## src/rtl/arb_pkg.sv

```systemverilog
// Shared types and default sizing for the round-robin one-hot arbiter.
package arb_pkg;

  typedef enum logic {
    IDLE  = 1'b0,
    GRANT = 1'b1
  } arb_state_e;

  localparam int DEF_NREQ     = 8;
  localparam int DEF_IDXW     = 3;
  localparam int DEF_MAX_HOLD = 16;
  localparam int HOLD_W       = 8;

endpackage

```

## src/rtl/onehot_dec.sv

```systemverilog
// Binary-to-one-hot decoder with an enable; output is all zeros when disabled.
module onehot_dec #(
  parameter int NREQ = 8,
  parameter int IDXW = 3
) (
  input  logic [IDXW-1:0] idx_i,
  input  logic            en_i,
  output logic [NREQ-1:0] onehot_o
);

  assign onehot_o = en_i ? (NREQ'(1) << idx_i) : '0;

endmodule

```

## src/rtl/rr_onehot_arbiter.sv

```systemverilog
// Round-robin arbiter with registered binary owner index and decoded one-hot grant.
// Optional hold-timeout is built when ARB_TIMEOUT_EN is defined.
module rr_onehot_arbiter
  import arb_pkg::*;
#(
  parameter int NREQ     = DEF_NREQ,
  parameter int IDXW     = DEF_IDXW,
  parameter int MAX_HOLD = DEF_MAX_HOLD
) (
  input  logic            clk,
  input  logic            rst_n,
  input  logic [NREQ-1:0] req,
  input  logic            done,
  output logic [NREQ-1:0] grant,
  output logic [IDXW-1:0] grant_idx,
  output logic            grant_valid,
  output logic            timeout
);

  if (NREQ != (1 << IDXW)) begin : g_bad_cfg
    $error("rr_onehot_arbiter: NREQ must equal 2**IDXW");
  end

  arb_state_e      state_q, state_d;
  logic [IDXW-1:0] idx_q, idx_d;
  logic            valid_q, valid_d;
  logic            tmo_q, tmo_d;
  logic            rel, force_rel;

  // Search: rotate so bit 0 is the slot after the last owner, find lowest, un-rotate.
  logic [IDXW:0]     shift;
  logic [2*NREQ-1:0] dbl;
  logic [NREQ-1:0]   rot;
  logic [IDXW-1:0]   off, pick;

  always_comb begin
    shift = (IDXW+1)'(idx_q) + (IDXW+1)'(1);
    dbl   = {req, req};
    rot   = dbl[shift +: NREQ];
    off   = '0;
    for (int k = NREQ - 1; k >= 0; k--) begin
      if (rot[k]) off = IDXW'(k);
    end
    pick  = idx_q + IDXW'(1) + off;
  end

  assign rel = done | ~req[idx_q];

`ifdef ARB_TIMEOUT_EN
  logic [HOLD_W-1:0] hold_q, hold_d;

  assign hold_d    = (state_q == GRANT) ? hold_q + HOLD_W'(1) : '0;
  assign force_rel = (state_q == GRANT) && (hold_q == HOLD_W'(MAX_HOLD - 1)) && !rel;

  always_ff @(posedge clk or negedge rst_n) begin
    if (!rst_n) hold_q <= '0;
    else        hold_q <= hold_d;
  end
`else
  localparam int UNUSED_MAX_HOLD = MAX_HOLD;
  assign force_rel = 1'b0;
`endif

  always_comb begin
    state_d = state_q;
    idx_d   = idx_q;
    valid_d = valid_q;
    tmo_d   = 1'b0;
    case (state_q)
      IDLE: begin
        if (|req) begin
          state_d = GRANT;
          idx_d   = pick;
          valid_d = 1'b1;
        end
      end
      GRANT: begin
        // A normal release wins over a forced one, so no pulse in that case.
        if (rel || force_rel) begin
          state_d = IDLE;
          valid_d = 1'b0;
          tmo_d   = force_rel;
        end
      end
      default: begin
        state_d = IDLE;
        valid_d = 1'b0;
      end
    endcase
  end

  always_ff @(posedge clk or negedge rst_n) begin
    if (!rst_n) begin
      state_q <= IDLE;
      idx_q   <= IDXW'(NREQ - 1);
      valid_q <= 1'b0;
      tmo_q   <= 1'b0;
    end else begin
      state_q <= state_d;
      idx_q   <= idx_d;
      valid_q <= valid_d;
      tmo_q   <= tmo_d;
    end
  end

  onehot_dec #(.NREQ(NREQ), .IDXW(IDXW)) u_dec (
    .idx_i    (idx_q),
    .en_i     (valid_q),
    .onehot_o (grant)
  );

  assign grant_idx   = idx_q;
  assign grant_valid = valid_q;
  assign timeout     = tmo_q;

endmodule
```

## config.mk

```make
export PLATFORM = sky130hd
export DESIGN_NAME = rr_onehot_arbiter
export DESIGN_NICKNAME = d
export VERILOG_FILES = /design/src/rtl/arb_pkg.sv /design/src/rtl/onehot_dec.sv /design/src/rtl/rr_onehot_arbiter.sv
export SDC_FILE = /design/constraint.sdc
export NUM_CORES = 1
export LEC_CHECK = 0
export CAP_MARGIN = 20
export CORE_UTILIZATION = 33
export CTS_BUF_LIST = sky130_fd_sc_hd__clkbuf_8 sky130_fd_sc_hd__clkbuf_16
export CTS_CLUSTER_SIZE = 16
export DETAILED_ROUTE_END_ITERATION = 16
export PLACE_DENSITY = 0.58
export SLEW_MARGIN = 20
export SYNTH_ARGS = -nofsm -noshare
export SYNTH_HDL_FRONTEND = slang
export SYNTH_SLANG_ARGS = --single-unit
```

## constraint.sdc

```tcl
create_clock -name clk -period 2.71 [get_ports clk]
set_clock_uncertainty 0.05 [all_clocks]
set_input_delay 0.4065 -clock clk [delete_from_list [all_inputs] [get_ports clk]]
set_output_delay 0.4065 -clock clk [all_outputs]
set_load 0.05 [all_outputs]
```

### Word level (Yosys, flattened, before mapping)

Index checks and enable logic that the tools add are counted.

| word-level totals | value |
|---|---|
| logic and storage cells | 34 |
| input port bits | 11 |
| register bits | 5 |
| output and inout port bits | 13 |

| operators by class | value |
|---|---|
| equal/unequal tests | 2 |
| reductions and logical operators | 3 |
| bitwise operators | 3 |
| shift operators | 2 |
| $add $sub $neg | 3 |
| muxes and demuxes | 17 |
| order comparisons | 1 |

Operators by type and width:

| cell | number |
|---|---|
| two-way mux 3 bit | 8 |
| indexed part select 16 x 5 -> 8 bit | 1 |
| two-way mux 8 bit | 1 |
| OR reduction 8 bit | 1 |
| left shift 1 x 3 -> 8 bit, first input constant | 1 |
| two-way mux 1 bit | 5 |
| adder 3 x 1 -> 4 bit, second input constant | 1 |
| < comparator 3 x 4 -> 1 bit, second input constant | 1 |
| case mux 1 bit (2 select lines) | 2 |
| AND reduction 2 bit | 2 |
| adder 3 x 1 -> 3 bit, second input constant | 1 |
| adder 3 bit | 1 |
| binary-select mux 1 bit (select 3 bit) | 1 |
| inequality test 2 x 1 -> 1 bit, second input constant | 1 |
| inequality test 2 bit, second input constant | 1 |
| NOT 1 bit | 2 |
| OR 1 bit | 1 |

### Logic depth before layout (Yosys ltp)

| depth | value |
|---|---|
| depth after elaboration | 11 |
| mapped depth | 15 |
| gate-level depth less buffers | 12 |

### Hierarchy

From an unflattened synthesis, not the netlist that was laid out.

| unflattened totals | value |
|---|---|
| cells, all modules | 96 |
| area, all modules | 910.9 sq um |

Modules (own cells, without submodules):

| module | sequential area each (sq um) | instances | area an instance (sq um) | cells each |
|---|---|---|---|---|
| rr_onehot_arbiter | 128.9 | 1 | 815.8 | 88 |
| onehot_dec | 0.0 | 1 | 95.1 | 8 |

### Least setup slack after synthesis

OpenSTA, ideal clock, no wires.

| path | value |
|---|---|
| kind | reg2reg |
| start point | reg idx_q[1] (netlist: grant_idx[1]) |
| end point | reg idx_q[2] (netlist: grant_idx[2]) |
| path slack | -0.491 ns |
| arrival time | 3.076 ns |
| data required time | 2.585 ns |
| path buffers | 1 |
| library setup time | 0.075 ns |
| clock period less this slack | 3.201 ns |
| cell stages (with the launch flop) | 14 |
| path through | dfstp_2 -> buf_6 -> mux4_1 -> mux2i_1 -> inv_1 -> a21oi_1 -> o22ai_1 -> a21oi_1 -> ha_1 -> inv_1 -> fa_1 -> nand2b_1 -> mux2i_1 -> xor2_1 |

| on the way | value |
|---|---|
| cells in the longest elaborated chain, start to end | 11 |
| elaborated cells between the ends (all ways) | 12 |
| those cells by class | 3 x add/sub; 1 x shift; 8 x mux |

RTL lines:

| item | line | RTL |
|---|---|---|
| start: declaration | rr_onehot_arbiter.sv:25 | `logic [IDXW-1:0] idx_q, idx_d;` |
| start signal: assignment | rr_onehot_arbiter.sv:95 | `idx_q <= IDXW'(NREQ - 1);` |
| start signal: assignment | rr_onehot_arbiter.sv:100 | `idx_q <= idx_d;` |
| adder 3 x 1 -> 4 bit | rr_onehot_arbiter.sv:37 | `shift = (IDXW+1)'(idx_q) + (IDXW+1)'(1);` |
| indexed part select 16 x 5 -> 8 bit | rr_onehot_arbiter.sv:39 | `rot = dbl[shift +: NREQ];` |
| two-way mux 3 bit (8 in series) | rr_onehot_arbiter.sv:42 | `if (rot[k]) off = IDXW'(k);` |
| adder 3 bit * | rr_onehot_arbiter.sv:44 | `pick = idx_q + IDXW'(1) + off;` |

Mark *: on every way between the ends. The rest lies on a longest branch, timed or not.
A chain may end at the register's enable or synchronous reset.

### Final worst setup path

Ends and elaborated chain as after synthesis.

==> run_results.csv <==
group,metric,value,unit
pwr,ir_worst_vdd,0.0009375,V
clock_network,holdBufCountCts,0,
clock_network,clk_latency,220,ps
worst_hold_path,hold_class,"in2async",
setup_path,ff2ff_path_depth,11,
timing,timing_hold_violations_final,0,
floorplan,pin_count,24,
clock_network,root_buffer,"clkbuf_8",
outcome,status,"complete, but fails checks",
place,port_buffers,22,
setup_path,crit_family,"multiplexers",
drt,antenna_left,0,
synthesis,avgSynthCellArea,8.869,µm²
layout,final_common_cell,"buf_4",
setup_path,critPathLaunchType,"flip-flop",
layout,antenna_cells,0,
setup_path,cp_slowest_stage_delay,660,ps
timing,slew_headroom,53.75,%
timing,period_needed,3005,ps
layout,area_growth,53.80,%
layout,drive_gt1_share,45.07,%
synthesis,syn_inst,102,
setup_path,crit_top_cell,"a21oi_2",
place,dpl_cell_area,1308,µm²
global_routing,grt_remaining_overflow,0,
clock_network,htreeDepth,1,
floorplan,die_h,54.36,µm
synthesis,synth_cell_types,40,
timing,hold_ws,364.6,ps
setup_path,endpoint_kind,"flip-flop",
clock_network,cts_sinks,5,
pwr,p_per_area,1395,nW/µm²
clock_network,cts_max_path_buffers,2,
job,drv_cap,0,
clock_network,postCtsSetupBuffers,0,
layout,fin_area,1391,µm²
global_routing,gr-usage-all-layers,18.96,%
global_routing,antenna_found_initial,0,
setup_path,r2r-start,"grant_idx[1]$_DFFE_PN1P_",
setup_path,cp.required,2810,ps
pwr,total_leakage_power,0.5970,nW
floorplan,core,2522,µm²
outcome,failed_checks,"setup timing",
place,dp_hpwl,1.945,mm
pwr,switchingPower,0.9290,mW
drt,wl_per_cell,14.73,µm
clock_network,cts_tree,"built",
pwr,pwr-share-clk,6.9,%
drt,vias_per_cell,5.320,
setup_path,crit_buf_inv,1,
setup_path,cp_slowest_cell,"dfstp_4",
setup_path,crit_fanout,6,
synthesis,synth_top_area_share,9.959,%
pwr,sw_frac_of_total,47.85,%
layout,nNetsFinal,156,
setup_path,rr_endpoint,"grant_idx[2]$_DFFE_PN1P_",
timing,finalCritPeriodShare,110.9,%
clock_network,numCtsBuffers,3,
floorplan,start_util,35.86,%
drt,drc,0,
setup_path,crit_cells,11,
pwr,p_seq_share,10.1,%
synthesis,ys_ff_latch,5,
drt,first_iter_violations,17,
drt,dr.pass1.iters,4,
setup_path,cp.arrival,3100,ps
timing,maxSlewViolCount,0,
timing,rsz0062_at_grt,"true",
synthesis,synth_warnings,0,
global_routing,grt_pass1_wl,4.064,mm
drt,wl,2.533,mm
setup_path,reg2reg_slack,-290,ps
floorplan,core.rowCount,18,
clock_network,clk_pin_slew,40,ps
drt,vias,915,
floorplan,die_w,54.36,µm
timing,fmax,332.8,MHz
floorplan,dieArea,2954,µm²
pwr,comb_power_share,83.0,%
pwr,p_total,1.941,mW
layout,final_cell_mix,"26 x buf_4, 17 x nor2_1, 15 x clkdlybuf4s50_1",
synthesis,syn_area,904.6,µm²
setup_path,cp_cell_sequence,"mux4_2 > mux2_4 > a21oi_2 > o22ai_2 > a21oi_2 > ha_2 > inv_2 > fa_2 > nand2b_4 > mux2i_2 > xor2_1",
global_routing,first_global_vias,888,
synthesis,synth_top_cells_by_area,"mux2i_1 10%, mux4_2 10%, dfstp_2 8.7%, mux2_2 8.7%, nor2_1 7.1%",
global_routing,grt_max_degree,19,
synthesis,syn_nets,115,
synthesis,synth.largest_area_cell,"mux2i_1",
synthesis,yosysSeqAreaShare,14.25,%
timing,setup_violations,2,
setup_path,worstSetupPathType,"reg2reg",
place,place.gp.congestion,0.9049,
timing,setup_slack,-294.9,ps
timing,tightest_slew,693.8,ps
pwr,internal_power,1.012,mW
cell usage after synthesis:
cell type / number
a22o_1: 1
a211oi_1: 1
a21o_1: 1
inv_1: 3
o21ai_0: 2
a32oi_1: 1
nand3b_1: 1
buf_4: 1
o21a_1: 1
nor3_1: 2
mux2_4: 2
nand4bb_1: 1
fa_1: 1
clkbuf_1: 2
mux4_2: 4
o22ai_1: 1
nor4_1: 2
mux2_2: 7
or2b_1: 1
a21bo_2: 1
o32ai_2: 1
buf_6: 1
a221oi_1: 1
ha_1: 1
o21bai_1: 1
buf_8: 1
buf_1: 1
nor2_1: 17
a211o_1: 1
conb_1: 1
buf_2: 3
a21oi_1: 6
xor2_1: 1
dfrtp_1: 2
o32ai_1: 1
nand2_1: 9
dfstp_2: 3
nand2b_1: 4
mux4_1: 2
mux2i_1: 9
area by class of cell:
type	instances	area, µm²
Clock inverter	1	3.754
Timing Repair Buffer	45	394.1
Fill cell	237	1131
Sequential cell	5	132.6
Multi-Input combinational cell	85	770.7
Inverter	3	11.26
Clock buffer	3	41.29
Tap cell	30	37.54
power groups by stage:
stage          Clock, mW  Sequential, mW  Combinational (mW)
2_1_floorplan          0           0.283                1.02
3_3_place_gp           0           0.195                1.49
3_5_place_dp           0           0.197                1.51
4_1_cts            0.138           0.196                1.55
5_1_grt            0.144           0.205                1.74
6_report           0.135           0.196                1.61
timing repair:
action                     4_1_cts  5_1_grt
setup endpoints to repair        4        3
pin swaps                        2        0
resized for setup                6        5
per-layer routing:
layer,vias up,track usage (%),routed length (µm)
li1,456,-,-
met1,435,26.17,1264
met2,24,28.66,1162
met3,0,4.167,106
met4,0,6.838,0
met5,-,0,0
flip-flops by register name (all words and copies together), names as in the netlist:
| register | count |
|---|---|
| grant_idx | 3 |
| state_q | 1 |
| grant_valid | 1 |
stage by stage:
stage | setup WS (ps) | TNS (ps) | cells | util (%)
after floorplan | -339.6 | -601.3 | 102 | -
after CTS | -334.7 | -530.4 | 172 | 54.12
after global placement | -410.4 | -791.2 | 168 | 51.84
final | -294.9 | -458.1 | 172 | 55.16
after detailed placement | -560.6 | -974.1 | 168 | 51.84
after global routing | -447.2 | -772.5 | 172 | 55.16
how the worst max path moves through the flow:
stage | start | to | slack, ps
6_report | grant_idx[1]$_DFFE_PN1P_ | grant_idx[2]$_DFFE_PN1P_ | -290
5_1_grt | grant_idx[1]$_DFFE_PN1P_ | grant_idx[2]$_DFFE_PN1P_ | -450
4_1_cts | grant_idx[1]$_DFFE_PN1P_ | grant_idx[2]$_DFFE_PN1P_ | -330
3_5_place_dp | req[5] | grant_idx[2]$_DFFE_PN1P_ | -560
3_3_place_gp | req[7] | grant_idx[2]$_DFFE_PN1P_ | -410
2_1_floorplan | grant_idx[1]$_DFFE_PN1P_ | grant_idx[2]$_DFFE_PN1P_ | -340
kinds of logic after synthesis:
group           synth area share [%]
simple gates                   18.95
mux                            37.76
compound gates                 16.19
buf+inv                        7.883
flops                          14.25
fa+ha+maj                      3.596
other cells                   0.4145
xor+xnor                      0.9684
Note: power is estimated with default switching activity, not from simulation.
